**src/rtl/bcd_pulse_counter_pkg.sv**
```systemverilog
// rtl/bcd_pulse_counter_pkg.sv - shared BCD limits and active-low 7-segment glyphs
package bcd_pulse_counter_pkg;

    localparam logic [3:0] BCD_MAX = 4'd9;

    // Segment order {g,f,e,d,c,b,a}; a cleared bit lights the segment.
    localparam logic [6:0] SEG_0     = 7'h40;
    localparam logic [6:0] SEG_1     = 7'h79;
    localparam logic [6:0] SEG_2     = 7'h24;
    localparam logic [6:0] SEG_3     = 7'h30;
    localparam logic [6:0] SEG_4     = 7'h19;
    localparam logic [6:0] SEG_5     = 7'h12;
    localparam logic [6:0] SEG_6     = 7'h02;
    localparam logic [6:0] SEG_7     = 7'h78;
    localparam logic [6:0] SEG_8     = 7'h00;
    localparam logic [6:0] SEG_9     = 7'h10;
    localparam logic [6:0] SEG_BLANK = 7'h7F;

    function automatic logic [6:0] seg_decode(input logic [3:0] v);
        logic [6:0] g;
        case (v)
            4'd0:    g = SEG_0;
            4'd1:    g = SEG_1;
            4'd2:    g = SEG_2;
            4'd3:    g = SEG_3;
            4'd4:    g = SEG_4;
            4'd5:    g = SEG_5;
            4'd6:    g = SEG_6;
            4'd7:    g = SEG_7;
            4'd8:    g = SEG_8;
            4'd9:    g = SEG_9;
            default: g = SEG_BLANK;
        endcase
        return g;
    endfunction

endpackage

```
**src/rtl/bcd_pulse_counter_decade.sv**
```systemverilog
// rtl/bcd_pulse_counter_decade.sv - single BCD decade with combinational carry/borrow
module bcd_decade
    import bcd_pulse_counter_pkg::*;
(
    input  logic       clock,
    input  logic       rst_n,
    input  logic       clear,
    input  logic       inc,
    input  logic       dec,
    output logic [3:0] value,
    output logic       carry,
    output logic       borrow
);

    assign carry  = inc & ~dec & (value == BCD_MAX);
    assign borrow = dec & ~inc & (value == 4'd0);

    always_ff @(posedge clock or negedge rst_n) begin
        if (!rst_n) begin
            value <= 4'd0;
        end else if (clear) begin
            value <= 4'd0;
        end else if (inc && !dec) begin
            value <= (value >= BCD_MAX) ? 4'd0 : value + 4'd1;
        end else if (dec && !inc) begin
            // Out-of-range nibbles fold back to 9 so the decade self-recovers.
            value <= (value == 4'd0 || value > BCD_MAX) ? BCD_MAX : value - 4'd1;
        end
    end

endmodule

```
**src/rtl/bcd_pulse_counter.sv**
```systemverilog
// rtl/bcd_pulse_counter.sv - BCD up/down pulse counter with muxed 7-seg scan (BCD_LZ_BLANK_EN)
module bcd_pulse_counter
    import bcd_pulse_counter_pkg::*;
#(
    parameter int DIGITS    = 4,
    parameter int SCAN_BITS = 18
) (
    input  logic                  clock,
    input  logic                  rst_n,
    input  logic                  up,
    input  logic                  down,
    input  logic                  clear,
    output logic [4*DIGITS-1:0]   bcd,
    output logic                  wrap,
    output logic [6:0]            seg,
    output logic [DIGITS-1:0]     an
);

    localparam int IDX_W = (DIGITS > 1) ? $clog2(DIGITS) : 1;

    logic [DIGITS:0]        inc_chain;
    logic [DIGITS:0]        dec_chain;
    logic [SCAN_BITS-1:0]   psc;
    logic [IDX_W-1:0]       idx;
    logic                   idx_last;
    logic [3:0]             cur_digit;
    logic                   blank;
    logic [6:0]             seg_next;
    logic [DIGITS-1:0]      an_next;

    // Opposing pulses cancel at the units decade, so nothing ripples upward.
    assign inc_chain[0] = up & ~down;
    assign dec_chain[0] = down & ~up;

    for (genvar i = 0; i < DIGITS; i++) begin : g_decade
        bcd_decade u_decade (
            .clock  (clock),
            .rst_n  (rst_n),
            .clear  (clear),
            .inc    (inc_chain[i]),
            .dec    (dec_chain[i]),
            .value  (bcd[4*i +: 4]),
            .carry  (inc_chain[i+1]),
            .borrow (dec_chain[i+1])
        );
    end

    assign idx_last  = (idx == IDX_W'(DIGITS - 1));
    assign cur_digit = bcd[4*int'(idx) +: 4];
    assign an_next   = ~(DIGITS'(1) << idx);

`ifdef BCD_LZ_BLANK_EN
    // lz[i] is set when digit i and every digit above it are zero.
    logic [DIGITS-1:0] lz;
    always_comb begin
        lz = '0;
        lz[DIGITS-1] = (bcd[4*DIGITS-1 -: 4] == 4'd0);
        for (int i = DIGITS - 2; i >= 0; i--) begin
            lz[i] = lz[i+1] & (bcd[4*i +: 4] == 4'd0);
        end
    end
    assign blank = (idx != '0) && lz[idx];
`else
    assign blank = 1'b0;
`endif

    assign seg_next = blank ? SEG_BLANK : seg_decode(cur_digit);

    always_ff @(posedge clock or negedge rst_n) begin
        if (!rst_n) begin
            psc  <= '0;
            idx  <= '0;
            an   <= '1;
            seg  <= SEG_BLANK;
            wrap <= 1'b0;
        end else begin
            psc  <= psc + 1'b1;
            if (&psc) begin
                idx <= idx_last ? '0 : idx + 1'b1;
            end
            an   <= an_next;
            seg  <= seg_next;
            wrap <= ~clear & (inc_chain[DIGITS] | dec_chain[DIGITS]);
        end
    end

endmodule
```
**config.mk**
```make
export PLATFORM = sky130hd
export DESIGN_NAME = bcd_pulse_counter
export DESIGN_NICKNAME = d
export VERILOG_FILES = /design/src/rtl/bcd_pulse_counter_pkg.sv /design/src/rtl/bcd_pulse_counter_decade.sv /design/src/rtl/bcd_pulse_counter.sv
export SDC_FILE = /design/constraint.sdc
export NUM_CORES = 1
export LEC_CHECK = 0
export ABC_AREA = 0
export CAP_MARGIN = 10
export CELL_PAD_IN_SITES_DETAIL_PLACEMENT = 1
export CELL_PAD_IN_SITES_GLOBAL_PLACEMENT = 2
export CORE_MARGIN = 2
export CORE_UTILIZATION = 39
export CTS_CLUSTER_DIAMETER = 40
export DETAILED_ROUTE_END_ITERATION = 16
export PLACE_DENSITY_LB_ADDON = 0.25
export SLEW_MARGIN = 10
export SYNTH_ARGS = -nofsm -noshare
export SYNTH_HDL_FRONTEND = slang
export SYNTH_SLANG_ARGS = --single-unit
```
**constraint.sdc**
```tcl
create_clock -name clock -period 5.6 [get_ports clock]
set_clock_uncertainty 0.05 [all_clocks]
set_input_delay 0.84 -clock clock [delete_from_list [all_inputs] [get_ports clock]]
set_output_delay 0.84 -clock clock [all_outputs]
set_load 0.02 [all_outputs]
```
Word-level counts from Yosys, hierarchy flattened. Memory sizes are Yosys's and may differ from the RTL's. A register that Yosys moved wholly into a read port is not among the register bits. Cells that the tools add are included. W data, S select, Z words.

Output and inout port bits: 28. Memories kept: 1. Bits in read-only memories: 112. Flip-flop bits (word level): 41.

Memories: (no name shown) (depth 16, bits a word 7, read ports 1, clocked after Yosys merged registers in 1, write ports 0, RTL line bcd_pulse_counter_pkg.sv:21) `case (v)`.

$add $sub $neg: 10. Order comparisons: 8. Reductions and logical operators: 30. Bitwise logic cells: 32. Eq/ne operators: 5. Multiplexer cells: 21. Shifts and indexed selects: 2.

Operators by type and width (number): $mux W4 (20); $and A1 B1 Y1 (19); $add A18 B1 Y18 const B (1); $reduce_and A18 Y1 (1); $add A4 B1 Y4 const B (4); $eq A4 B4 Y1 const B (4); $ge A4 B4 Y1 const B (4); $gt A4 B4 Y1 const B (4); $logic_not A4 Y1 (4); $shiftx A16 B5 Y4 (1); $sub A4 B1 Y4 const B (4); $reduce_bool A3 Y1 (4); $not A1 Y1 (11); $logic_not A1 Y1 (9); $logic_and A1 B1 Y1 (8); $logic_or A1 B1 Y1 (4); $not A4 Y4 (1); $shl A1 B2 Y4 const A (1); $add A2 B1 Y2 const B (1); $eq A2 B2 Y1 const B (1); $mux W2 (1); $or A1 B1 Y1 (1).

Longest topological paths before layout. Gate-level depths: netlist of the first run.

Word-level depth: 16. Depth in mapped cells: 7. Depth with buffers taken out: 7.

Hierarchy. From an unflattened synthesis of the first run, not the netlist that was laid out.

Cell total of the unflattened synthesis: 325. Area, all modules: 3243.1 um^2.

By module, submodules not included: bcd_decade (cells an instance 49, times used 4, area an instance 422.9 um^2); bcd_pulse_counter (cells an instance 129, times used 1, area an instance 1551.5 um^2).

Least setup slack after synthesis of the first run. OpenSTA, ideal clock, no wires.

Kind: input to register. Start: in down. End: reg g_decade[2].u_decade.value[2]. Buffers on the path: 1. Library setup time: 0.126 ns. Path slack: 3.491 ns. Stages on the path: 6. Arrival time: 1.933 ns. Data required time: 5.424 ns. Cells stage by stage: buf_4 > and3b_1 > and3_4 > nor3_4 > nor2_1 > a221o_1.

Cells in the longest elaborated chain, start to end: 11.

Ends and longest elaborated chain: from (decl) (RTL line bcd_pulse_counter.sv:11) `input logic down,`; $not A1 Y1 / $and A1 B1 Y1 (equally long branches) (RTL line bcd_pulse_counter.sv:32, bcd_pulse_counter.sv:33); $and A1 B1 Y1 / $not A1 Y1 (equally long branches) (RTL line bcd_pulse_counter.sv:32, bcd_pulse_counter_decade.sv:15); $not A1 Y1 / $and A1 B1 Y1 (equally long branches) (RTL line bcd_pulse_counter_decade.sv:16, bcd_pulse_counter_decade.sv:15); $and A1 B1 Y1 (on tied branches) (RTL line bcd_pulse_counter_decade.sv:16, bcd_pulse_counter_decade.sv:15); $and A1 B1 Y1 / $not A1 Y1 (equally long branches) (RTL line bcd_pulse_counter_decade.sv:16) `assign borrow = dec & ~inc & (value == 4'd0);`; $and A1 B1 Y1 / $not A1 Y1 (equally long branches) (RTL line bcd_pulse_counter_decade.sv:16, bcd_pulse_counter_decade.sv:15); $and A1 B1 Y1 (on tied branches) (RTL line bcd_pulse_counter_decade.sv:16, bcd_pulse_counter_decade.sv:15); $logic_not A1 Y1 / $and A1 B1 Y1 (equally long branches) (RTL line bcd_pulse_counter_decade.sv:23, bcd_pulse_counter_decade.sv:15); $logic_and A1 B1 Y1 / $logic_not A1 Y1 (equally long branches) (RTL line bcd_pulse_counter_decade.sv:23, bcd_pulse_counter_decade.sv:25); $mux W4 / $logic_and A1 B1 Y1 (equally long branches) (RTL line bcd_pulse_counter_decade.sv:23, bcd_pulse_counter_decade.sv:25); $mux W4 / $reduce_bool A3 Y1 (equally long branches); to (signal assigned) (RTL line bcd_pulse_counter_decade.sv:24) `value <= (value >= BCD_MAX) ? 4'd0 : value + 4'd1;`; to (signal assigned) (RTL line bcd_pulse_counter_decade.sv:27) `value <= (value == 4'd0 || value > BCD_MAX) ? BCD_MAX : value - 4'd1;`; to (decl) (RTL line bcd_pulse_counter_decade.sv:10) `output logic [3:0] value,`.

Parallel ways exist; a longest one is shown, timed or not. A chain may end at the register's enable or synchronous reset.

Worst setup path in the final report of the first run.
Start: in down. End: reg g_decade[3].u_decade.value[3].

Cells in the longest elaborated chain, start to end: 15.

Ends and longest elaborated chain: $not A1 Y1 (RTL line bcd_pulse_counter.sv:32) `assign inc_chain[0] = up & ~down;`; $and A1 B1 Y1 (RTL line bcd_pulse_counter.sv:32); $not A1 Y1 (RTL line bcd_pulse_counter_decade.sv:16); $and A1 B1 Y1 (2 in series) (RTL line bcd_pulse_counter_decade.sv:16); $not A1 Y1 (RTL line bcd_pulse_counter_decade.sv:15) `assign carry = inc & ~dec & (value == BCD_MAX);`; $and A1 B1 Y1 (2 in series) (RTL line bcd_pulse_counter_decade.sv:15); $not A1 Y1 (RTL line bcd_pulse_counter_decade.sv:16); $and A1 B1 Y1 (2 in series) (RTL line bcd_pulse_counter_decade.sv:16); $logic_not A1 Y1 (RTL line bcd_pulse_counter_decade.sv:23) `end else if (inc && !dec) begin`; $logic_and A1 B1 Y1 (RTL line bcd_pulse_counter_decade.sv:23); $mux W4 (RTL line bcd_pulse_counter_decade.sv:23); $mux W4 (RTL line bcd_pulse_counter_decade.sv:21) `end else if (clear) begin`; to (signal assigned) (RTL line bcd_pulse_counter_decade.sv:24); to (signal assigned) (RTL line bcd_pulse_counter_decade.sv:27); to (decl) (RTL line bcd_pulse_counter_decade.sv:10).

Parallel ways exist; a longest one is shown, timed or not.

==> run_results.csv, run 1 <==
group,metric,value,unit
outcome,run_status,"completed",
sta,slew_viol_final,0,
global_route,gr-total-overflow,0,
clock_tree,clkSlewWorstSetupHoldPaths,0.09,ns
setup_path,worstPathArrival,2.89,ns
synthesis,ys_warn_count,0,
die,rows,32,
route,route.detailed.drc,0,
synthesis,netlist_instances,326,
sta,clock.fmax,359,MHz
clock_tree,postCtsSetupBuffers,0,
route,drt_iter0_markers,121,
sta,min_period,2.78,ns
setup_path,ff2ff_setup_slack,3.33,ns
die,die-area,8850,um2
cells_and_area,fin_nets,382,
min_path,worst_hold_path_type,"reg2reg",
synthesis,syn-num-nets,357,
synthesis,ys_seq_area_frac,0.384,
die,start_util,0.405,
die,core,7810,um2
route,viasPerCell,5.54,
synthesis,yosys.cell_types.count,61,
power_and_ir_drop,power_per_cell_area,286,nW/um2
route,finalWirelength,7510,um
synthesis,synth_top_area_frac,0.293,
setup_path,worst-path-max-fanout,11,
synthesis,synthTopCellsByArea,"dfrtp_1, ha_1, dfstp_2, xnor2_1, o21ai_0",
power_and_ir_drop,peakVddDrop,0.0968,mV
placed_design,port_buffers,32,
synthesis,avgSynthCellArea,9.71,um2
cells_and_area,num-fill-cells,925,
job,maxCapViolations,0,
setup_path,cpMaxStageDelayCell,"clkdlybuf4s50_1",
synthesis,synthFlopType,"dfrtp_1",
sta,setup_viol,0,
global_route,grt_pass1_vias,2502,
die,io_pins,33,
sta,rsz0062_at_grt,"false",
power_and_ir_drop,p_int,0.642,mW
global_route,grt_max_degree,49,
synthesis,synth_edf_count,0,
die,die_w,94.1,um
sta,finalCritPeriodShare,0.497,
synthesis,synth_top_area_cell,"dfrtp_1",
power_and_ir_drop,comb_power_share,0.366,
global_route,antenna_found_initial,0,
global_route,grtUsageTotal,0.183,
clock_tree,clock_tree.root_cell,"clkbuf_8",
setup_path,startpoint_type,"input port",
synthesis,synth_area,3160,um2
power_and_ir_drop,p_switching,0.383,mW
power_and_ir_drop,leakagePower,1.50,nW
route,wire_per_inst,16.5,um
setup_path,crit_family,"simple AND/OR/NAND/NOR gates",
power_and_ir_drop,p_seq_frac,0.433,
sta,final_hold_viol_count,0,
placed_design,placed_area,3500,um2
power_and_ir_drop,p_sw_frac,0.374,
clock_tree,cts_tree,"yes",
setup_path,path_class,"in2reg",
global_route,grt_pass1_wl,12900,um
die,dieHeight,94.1,um
sta,slew_headroom,0.523,
cells_and_area,syn2layout_area_growth,13.3,%
route,vias,2514,
placed_design,routabilityCongestion,0.832,
clock_tree,cts_buffer_depth,2,
clock_tree,cts.sinks,48,
setup_path,crit_required,5.71,ns
synthesis,synth_seq_cells,48,
setup_path,worstPathCellList,"clkdlybuf4s50_1 -> nor2b_1 -> nand4_1 -> or4_1 -> o211ai_1 -> a21oi_1",
cells_and_area,diodes,0,
power_and_ir_drop,clkPwrFrac,0.201,
synthesis,async_flop_share,1.00,
setup_path,slowest_delay,0.65,ns
cells_and_area,final_cell_area,3580,um2
route,dr.pass1.iters,4,
clock_tree,cts_inserted_buffers,5,
cells_and_area,final_layout_size_suffix_gt1_frac,0.108,
clock_tree,clk_latency,0.30,ns
sta,tns,0,ns
setup_path,crit_buf_inv,1,
sta,worst_pin_slew,0.714,ns
clock_tree,holdBufCountCts,0,
clock_tree,cts_resized,0,
placed_design,dpl.hpwl,5560,um
clock_tree,cts_max_level,2,
route,drtAntennaViolNets,0,
setup_path,end_kind,"flip-flop",
synth_stat cells (all sizes together), types with 3 or more instances:
cell type	number
a211oi	3
a21oi	13
a22o	5
a22oi	4
a31oi	7
and3	4
and3b	3
buf	12
clkbuf	3
dfrtp	37
dfstp	11
ha	26
inv	27
mux4	4
nand2	22
nand2b	4
nand3	15
nand4	12
nor2	22
nor2b	4
nor3	8
nor3b	5
nor4	6
o21ai	18
xnor2	13
xor2	7
metal layers:
metal / track usage / vias to the layer above / part of all wire
li1: - / 1219 / -
met1: 0.263 / 1255 / 0.49
met2: 0.298 / 34 / 0.48
met3: 0.0201 / 6 / 0.018
met4: 0.0447 / 0 / 0.0048
met5: 0 / - / 0
cells by family (layout without fill, tap and decap cells):
family          Yosys count  count (layout)  share of synthesized area
compound gates           72              72                      0.152
mux                       4               4                     0.0308
simple gates            114             114                      0.205
buf+inv                  42              68                     0.0700
flops                    48              48                      0.384
xor+xnor                 20              20                     0.0554
fa+ha+maj                26              26                      0.103
final cells by class:
type | count | area (um2) | share of cell area
sequential | 48 | 1210 | 0.339
multi-input combinational | 236 | 1730 | 0.482
clock buffer | 5 | 68.8 | 0.0192
tap | 102 | 128 | 0.0356
clock inverter | 3 | 18.8 | 0.00524
inverter | 27 | 104 | 0.0290
timing repair buffer | 33 | 323 | 0.0901
flip-flops by register name, summed over array words and instances (netlist names):
signal                   cells
an                           4
g_decade.u_decade.value     16
idx                          2
psc                         18
seg                          7
wrap                         1
cell usage in the layout, fill, tap and decap left out, types with 11 or more instances in the layout:
cell type,synthesis,routed
a21oi_1,13,13
clkdlybuf4s50_1,0,31
dfrtp_1,37,37
dfstp_2,11,11
ha_1,26,26
inv_1,22,22
nand2_1,22,22
nand3_1,15,15
nand4_1,12,12
nor2_1,21,21
o21ai_0,17,17
xnor2_1,13,13
power groups by stage:
| stage | Combinational [mW] | Sequential (mW) | Clock (mW) |
|---|---|---|---|
| after floorplan | 0.256 | 0.452 | 0 |
| after detailed placement | 0.378 | 0.451 | 0 |
| after global placement | 0.374 | 0.449 | 0 |
| final | 0.376 | 0.444 | 0.206 |
| after CTS | 0.380 | 0.445 | 0.214 |
| after global routing | 0.418 | 0.452 | 0.228 |
final timing paths:
| check | from | to | depth (start not counted) |
|---|---|---|---|
| setup reg to reg | g_decade[0].u_decade.value[1] | g_decade[2].u_decade.value[2] | 7 |
| max in group asynchronous | rst_n | g_decade[0].u_decade.value[3] | 2 |
| hold reg to reg | psc[0] | psc[0] | 1 |
| setup / recovery | down | g_decade[3].u_decade.value[3] | 6 |
| hold / removal | psc[0] | psc[0] | 1 |
| min in group asynchronous | rst_n | idx[1] | 2 |
metrics by stage:
step	setup slack [ns]	utilization	total power [mW]	instances	hold WS (ns)
floorplan	3.49	-	0.708	326	0.372
global placement	2.56	0.448	0.823	446	0.390
detailed placement	2.48	0.448	0.829	446	0.395
CTS	2.81	0.459	1.04	454	0.410
global route	2.66	0.459	1.10	454	0.449
finish	2.82	0.459	1.03	454	0.406
No activity file was read; power rests on OpenSTA's default activity.
==> inputs of run 2 (changes only) <==
- CORE_UTILIZATION: 39 -> 33
- clock period: 5.6 -> 2.4 ns (I/O delays scaled with it)
==> run_results.csv, run 2 (same netlist as run 1, synthesis figures left out) <==
group,metric,value,unit
outcome,run_status,"completed",
sta,slew_viol_final,0,
cells_and_area,regMostFlops,"psc",
power_and_ir_drop,leakagePower,1.57,nW
setup_path,crit_top_cell,"nand3_1",
power_and_ir_drop,peakVddDrop,0.311,mV
route,finalWirelength,7930,um
sta,min_period,2.13,ns
cells_and_area,layout_common_cells,"dfrtp_1, clkdlybuf4s50_1, ha_1",
clock_tree,clock_tree.root_cell,"clkbuf_8",
placed_design,dpl.hpwl,6090,um
global_route,antenna_found_initial,0,
route,wire_per_inst,16.1,um
setup_path,end_kind,"flip-flop",
sta,slew_headroom,0.630,
route,drtAntennaViolNets,0,
power_and_ir_drop,power_per_cell_area,685,nW/um2
clock_tree,cts_buffer_depth,2,
setup_path,crit_family,"simple AND/OR/NAND/NOR gates",
cells_and_area,final_common_cell,"dfrtp_1",
sta,final_hold_viol_count,0,
route,drt_iter0_markers,72,
route,vias,2528,
setup_path,path_class,"reg2reg",
cells_and_area,fin_nets,394,
setup_path,worstPathArrival,2.28,ns
power_and_ir_drop,finalPower,2.57,mW
sta,setup_viol,0,
setup_path,ff2ff_setup_slack,0.27,ns
setup_path,setup.worst_path.start,"g_decade[0].u_decade.value[1]",
setup_path,crit_buf_inv,1,
sta,worst_pin_slew,0.555,ns
route,viasPerCell,5.13,
setup_path,startpoint_type,"flip-flop",
die,core,9280,um2
sta,finalCritPeriodShare,0.889,
sta,rsz0062_at_grt,"false",
clock_tree,cts_resized,0,
setup_path,rr_startpoint,"g_decade[0].u_decade.value[1]",
sta,clock.fmax,469,MHz
global_route,grt_pass1_vias,2614,
clock_tree,cts_inserted_buffers,5,
route,route.detailed.drc,0,
die,dieHeight,102,um
die,start_util,0.341,
setup_path,endpoint,"g_decade[2].u_decade.value[2]",
cells_and_area,final_layout_size_suffix_gt1_frac,0.135,
die,die-area,10400,um2
setup_path,slowest_delay,0.44,ns
job,maxCapViolations,0,
sta,tns,0,ns
placed_design,port_buffers,32,
setup_path,crit_required,2.54,ns
die,rows,35,
min_path,min_from,"psc[0]",
global_route,gr-total-overflow,0,
global_route,grt_pass1_wl,13200,um
setup_path,worstPathCellList,"inv_1 -> ha_1 -> nor2b_1 -> nand3_1 -> nand3_1 -> o21ai_0 -> a221o_1",
setup_path,rr_worst_depth,7,
die,die_w,102,um
die,io_pins,33,
route,dr.pass1.iters,4,
cells_and_area,top_regs,"psc (18), g_decade.u_decade.value (16), seg (7)",
clock_tree,clk_latency,0.31,ns
clock_tree,clkSlewWorstSetupHoldPaths,0.09,ns
clock_tree,cts.sinks,48,
setup_path,worst-path-max-fanout,5,
clock_tree,cts_max_level,2,
min_path,worst_hold_path_type,"reg2reg",
setup_path,cpMaxStageDelayCell,"dfrtp_1",
global_route,grtUsageTotal,0.160,
setup_path,timing.rr.end,"g_decade[2].u_decade.value[2]",
cells_and_area,syn2layout_area_growth,18.5,%
cells_and_area,largest_register_ffs,18,
global_route,grt_max_degree,30,
setup_path,cp.depth,7,
placed_design,routabilityCongestion,0.880,
cells_and_area,diodes,0,
clock_tree,cts_tree,"yes",
## run 2: changes by cell type in the layout (fill, tap and decap cells not counted), sizes merged
| cell | change |
|---|---|
| clkinv | -3 |
| clkinvlp | +1 |
| buf | +11 |
| inv | +1 |
| bufinv | +1 |
| dlygate4sd3 | +1 |
## run 2: how the worst min path moves through the flow
| stage | endpoint | slack [ns] | depth (start not counted) |
|---|---|---|---|
| after floorplan | g_decade[0].u_decade.value[0] | 0.01 | 0 |
| after global placement | g_decade[2].u_decade.value[3] | 0.32 | 1 |
| after detailed placement | g_decade[2].u_decade.value[3] | 0.34 | 1 |
| after CTS | psc[0] | 0.42 | 1 |
| after global routing | psc[7] | 0.44 | 1 |
| final | psc[0] | 0.41 | 1 |
## run 2: report_power, final
group | switching (mW) | total (mW) | internal, mW
clock | 0.297 | 0.611 | 0.314
sequential | 0.130 | 1.02 | 0.893
combinational | 0.499 | 0.934 | 0.435
total | 0.926 | 2.57 | 1.64
## run 2: per-layer routing
metal	up-vias	global-route usage	routed length, um
met1	1237	0.219	3840
met5	-	0	0
met2	38	0.272	3790
li1	1248	-	-
met3	5	0.0219	221
met4	0	0.0338	78
## run 2: worst register-to-register path, stage by stage, from the launching register on
cell	delay [ns]
dfrtp_1	0.44
inv_1	0.18
ha_1	0.24
nor2b_1	0.32
nand3_1	0.26
nand3_1	0.12
o21ai_0	0.09
a221o_1	0.32
## run 2: area by class of cell
class / instances / area, um2
fillers: 1104 / 5530
clock inverters: 3 / 46.3
repair buffers: 45 / 428
clock buffers: 5 / 68.8
multi-input cells: 236 / 1730
flip-flops and latches: 48 / 1210
inverters: 27 / 104
well taps: 129 / 161
## run 2: what timing repair did
| action | CTS | global route |
|---|---|---|
| buffers inserted | 0 | 0 |
| endpoints found under the hold margin | 14 | 0 |
| hold buffers | 1 | 0 |
## run 2: per-stage QoR
step	area, um2	instances	hold WS (ns)	setup slack [ns]	utilization
floorplan	3160	326	0.0144	0.395	-
global placement	3630	484	0.323	0.274	0.391
detailed placement	3630	484	0.336	0.231	0.391
CTS	3750	493	0.419	0.278	0.404
global route	3750	493	0.444	0.0813	0.404
finish	3750	493	0.412	0.267	0.404
==> RTL edit 1 (flow settings as in run 1) <==
Change the parameter `SCAN_BITS` from 18 to 36.
--- a/src/rtl/bcd_pulse_counter.sv
+++ b/src/rtl/bcd_pulse_counter.sv
@@ -3,7 +3,7 @@
     import bcd_pulse_counter_pkg::*;
 #(
     parameter int DIGITS    = 4,
-    parameter int SCAN_BITS = 18
+    parameter int SCAN_BITS = 36
 ) (
     input  logic                  clock,
     input  logic                  rst_n,
Function: same outputs for any inputs over 10 cycles, from zero or initial values and one cycle with rst_n low; that may be too few to reach the edited logic, so the function may still have changed.
==> RTL edit 1 against run 1 <==
Wire length up 26%. Sequential cell count increased by 18. Via count is 21% higher. Synthesized area rose by 27%. Die area is 26% higher. First-iteration DRC count grew 17%. Power increased by 32%. Fmax grew 6.0%. Worst setup slack improved by 0.16 ns. Synthesized cell count up 24%. Core utilization is 0.43 points lower. Final area increased by 29%. Critical path type unchanged.
==> RTL edit 1: results (changes against run 1) <==
[synthesis]
yosys-top-cells-count = dfrtp_1 (55), nor2_1 (31), nand2_1 (29), ha_1 (26), inv_1 (26)
yosys.cell_types.count = 70  ; +15%
seq_area_frac_synth_pct = 41.4  ; +3.0 points
synth-compound-area-share_pct = 11.3  ; -3.9 points
syn_area_per_cell_um2 = 9.97  ; +2.7%
synth_xor_area_share_pct = 8.28  ; +2.7 points
synthMuxAreaShare_pct = 3.05  ; -0.033 points
synth_area_leaders = dfrtp_1 (34%), ha_1 (8.1%), dfstp_2 (7.2%)

[global_route]
grt_pass1_vias = 3183  ; +27%
grt_util_met2_pct = 31.6  ; +1.8 points
grt_max_degree = 67  ; +37%
grt_use_met1_pct = 23.5  ; -2.8 points
grt_pass1_wl_um = 16100  ; +25%
grt_use_total_pct = 18.1  ; -0.20 points
use_met3_pct = 3.22  ; +1.2 points

[placement]
dp.cells = 559  ; +25%
postPlaceCellArea_um2 = 4430  ; +27%
hpwl_um = 6790  ; +22%
gp_congestion = 0.785  ; -5.6%

[finish]
fin_cells = 575  ; +27%
drive_gt1_share_pct = 13.4  ; +2.6 points
nNetsFinal = 465  ; +22%
n_fill_cell = 1155  ; +25%

[route]
vias = 3037  ; +21%
wl_met3_um = 247  ; +87%
routed_wirelength_um = 9460  ; +26%
met2_length_um = 4560  ; +25%
drtIter0Drc = 141  ; +17%
wl_met1_um = 4570  ; +23%

[run_status]
status = complete, no violations

[setup_path]
worst-path-max-fanout = 10  ; -1
cp_slowest_stage_delay_ns = 0.71  ; +0.06 ns

[clock_tree]
clock_latency_ns = 0.35  ; +0.05 ns

[timing]
worst_slew_pin_slew_ns = 0.884  ; +0.170 ns

[power]
ir_worst_vdd_mv = 0.132  ; +36%
p_leak_nw = 1.98  ; +32%
p_sw_uw = 467  ; +22%

[RTL edit 1: cell types whose count changed after synthesis, sizes merged, moves of 4 or more]
cell and change:
xor2 +9, xnor2 +9, nor3 +12, a21oi +7, a22o -4, nand2 +7
dfrtp +18, o21ai +5, nor2 +10, nand3 +6
[RTL edit 1: logic make-up after synthesis]
group           Yosys count
simple gates            154
compound gates           72
flops                    66
buf+inv                  40
xor+xnor                 38
fa+ha+maj                26
mux                       7
[RTL edit 1: final cells by class]
cell class	instances	area (um^2)	area share, %
clock buffers	9	124	2.67
multi-input cells	297	2170	46.8
inverters	27	101	2.19
repair buffers	33	323	6.97
flip-flops and latches	66	1670	36.0
clock inverters	7	78.8	1.70
well taps	136	170	3.67
[RTL edit 1: path summary, 6_finish.rpt]
kind,start,endpoint,slack (ns),depth (start not counted)
max,up,g_decade[1].u_decade.value[3]$_DFFE_PN0P_,2.98,6
min,psc[26]$_DFF_PN0_,psc[26]$_DFF_PN0_,0.42,1
max reg2reg,g_decade[0].u_decade.value[0]$_DFFE_PN0P_,g_decade[2].u_decade.value[3]$_DFFE_PN0P_,3.29,7
min reg2reg,psc[26]$_DFF_PN0_,psc[26]$_DFF_PN0_,0.42,1
max in group asynchronous,rst_n,psc[23]$_DFF_PN0_,4.31,2
min in group asynchronous,rst_n,g_decade[0].u_decade.value[3]$_DFFE_PN0P_,0.63,2
[RTL edit 1: power groups by stage]
stage / Combinational (mW) / Clock (mW) / Sequential (mW)
detailed placement: 0.360 / 0 / 0.581
finish: 0.358 / 0.420 / 0.570
CTS: 0.362 / 0.435 / 0.571
floorplan: 0.206 / 0 / 0.596
global route: 0.398 / 0.449 / 0.579
global placement: 0.357 / 0 / 0.579
==> RTL edit 2 (settings of run 1) <==
Made on the original files. Put one more register stage on the output `seg`, without a reset. The value now appears one clock later. The other outputs are not delayed to match.
--- a/src/rtl/bcd_pulse_counter.sv
+++ b/src/rtl/bcd_pulse_counter.sv
@@ -17,6 +17,8 @@
 );
 
     localparam int IDX_W = (DIGITS > 1) ? $clog2(DIGITS) : 1;
+
+    logic [6:0] seg_s0;
 
     logic [DIGITS:0]        inc_chain;
     logic [DIGITS:0]        dec_chain;
@@ -71,7 +73,7 @@
             psc  <= '0;
             idx  <= '0;
             an   <= '1;
-            seg  <= SEG_BLANK;
+            seg_s0 <= SEG_BLANK;
             wrap <= 1'b0;
         end else begin
             psc  <= psc + 1'b1;
@@ -79,9 +81,13 @@
                 idx <= idx_last ? '0 : idx + 1'b1;
             end
             an   <= an_next;
-            seg  <= seg_next;
+            seg_s0 <= seg_next;
             wrap <= ~clear & (inc_chain[DIGITS] | dec_chain[DIGITS]);
         end
     end
 
+    always_ff @(posedge clock) begin
+        seg <= seg_s0;
+    end
+
 endmodule
Behaviour: not the same (Yosys sat finds a counterexample within 4 cycles, from zero or initial values and one cycle with rst_n low).
==> RTL edit 2 against run 1 <==
Final area grew 3.6%. Power grew 7.3%. Synthesized area up 2.4%. Wire length is 2.5% lower. Sequential cell count increased by 7. Worst setup slack improved by 0.22 ns. Die area up 2.3%. Global-route usage decreased by 0.61 points. Largest power group unchanged.
==> RTL edit 2: results (changes against run 1) <==
[run_status]
status = complete, no violations

[setup_path]
worst-path-max-fanout = 12  ; +1
cp_data_arrival_time_ns = 2.72  ; -0.17 ns
cp_top_family = buffers and inverters

[power]
p_leak_nw = 1.55  ; +3.2%
ir_worst_vdd_mv = 0.115  ; +19%

[synthesis]
yosys.cell_types.count = 66  ; +8.2%
synth_fp_nets = 364  ; +2.0%
synth_area_leaders = dfrtp_1 (29%), ha_1 (10%), dfstp_2 (8.9%)
yosys-top-cells-count = dfrtp_1 (37), ha_1 (26), nor2_1 (26), inv_1 (25), nand2_1 (22)
seq_area_frac_synth_pct = 41.8  ; +3.4 points
async_reset_ff_share_pct = 87.3  ; -13 points
yosysWarnings = 0  ; unchanged

[timing]
slew_headroom_pct = 40.0  ; -12 points

[placement]
gp_congestion = 0.863  ; +3.7%
dp_slack_ns = 2.70  ; +0.217 ns
port_buffers = 32  ; unchanged
postPlaceCellArea_um2 = 3600  ; +3.0%

[global_route]
grt_use_total_pct = 17.7  ; -0.61 points
grt_pass1_vias = 2544  ; +1.7%
grt_pass1_wl_um = 12700  ; -1.2%

[finish]
fin_util_pct = 45.7  ; -0.24 points
n_fill_cell = 943  ; +1.9%
top_regs = psc x18, g_decade.u_decade.value x16

[route]
routed_wirelength_um = 7320  ; -2.5%
post_drt_via_cell_ratio = 5.38  ; -2.9%

## RTL edit 2: cell types whose count changed after synthesis, moves of 4 or more
cell / run 1 / this run
dfxtp_1: 0 / 7
buf_2: 1 / 6
nor2_1: 21 / 26
buf_6: 6 / 2
nand4_1: 12 / 8
nor3_1: 7 / 11
## RTL edit 2: kinds of logic after synthesis
| group | after synthesis | synth area share [%] |
|---|---|---|
| xor gates and xnor gates | 20 | 5.41 |
| adders and majority gates | 26 | 10.0 |
| and+or+nand+nor | 110 | 17.9 |
| muxes | 5 | 3.09 |
| buffers and inverters | 43 | 5.91 |
| AOI/OAI and AO/OA | 74 | 15.8 |
| DFF | 55 | 41.8 |
## RTL edit 2: layer usage
layer	vias up	wire length, um	global-route usage, %	part of all wire [%]
met4	0	58	3.38	0.79
li1	1224	-	-	-
met2	35	3480	29.9	48
met1	1227	3610	24.2	49
met5	-	0	0	0
met3	4	164	2.85	2.2
## RTL edit 2: per-stage QoR
step | std cells | hold slack, ns
final | 463 | 0.351
after global routing | 463 | 0.358
after CTS | 463 | 0.353
after detailed placement | 455 | 0.338
after global placement | 455 | 0.336
after floorplan | 333 | 0.336
## RTL edit 2: final timing paths
check | startpoint | to | slack [ns] | cells after the start
max in group asynchronous | rst_n | idx[0]$_DFFE_PN0P_ | 4.52 | 2
hold reg to reg | seg_s0[1]$_DFF_PN1_ | seg[1]$_DFF_P_ | 0.35 | 0
setup reg to reg | g_decade[0].u_decade.value[0]$_DFFE_PN0P_ | g_decade[3].u_decade.value[3]$_DFFE_PN0P_ | 3.35 | 7
hold / removal | seg_s0[1]$_DFF_PN1_ | seg[1]$_DFF_P_ | 0.35 | 0
setup / recovery | down | g_decade[2].u_decade.value[1]$_DFFE_PN0P_ | 3.03 | 6
min in group asynchronous | rst_n | g_decade[0].u_decade.value[2]$_DFFE_PN0P_ | 0.55 | 2
## RTL edit 2: cell type report
| cell class | instances | area share [%] |
|---|---|---|
| Clock buffer | 6 | 1.95 |
| Clock inverter | 2 | 1.04 |
| Inverter | 27 | 2.73 |
| Multi-Input combinational cell | 235 | 45.6 |
| Sequential cell | 55 | 36.5 |
| Tap cell | 105 | 3.54 |
| Timing Repair Buffer | 33 | 8.69 |
## RTL edit 2: power by group
group	leakage, nW	total (mW)	switching, mW	internal [mW]
registers	0.668	0.496	0.0551	0.441
clock network	0.0558	0.272	0.137	0.136
logic	0.828	0.332	0.180	0.152
total	1.55	1.10	0.372	0.728
## RTL edit 2: worst reg2reg max path: cells and delay by family (launching register included)
| kind | cells | cell delay (ns) |
|---|---|---|
| compound gates | 3 | 0.50 |
| fa+ha+maj | 1 | 0.25 |
| flops | 1 | 0.51 |
| buf+inv | 1 | 0.16 |
| simple gates | 2 | 0.66 |
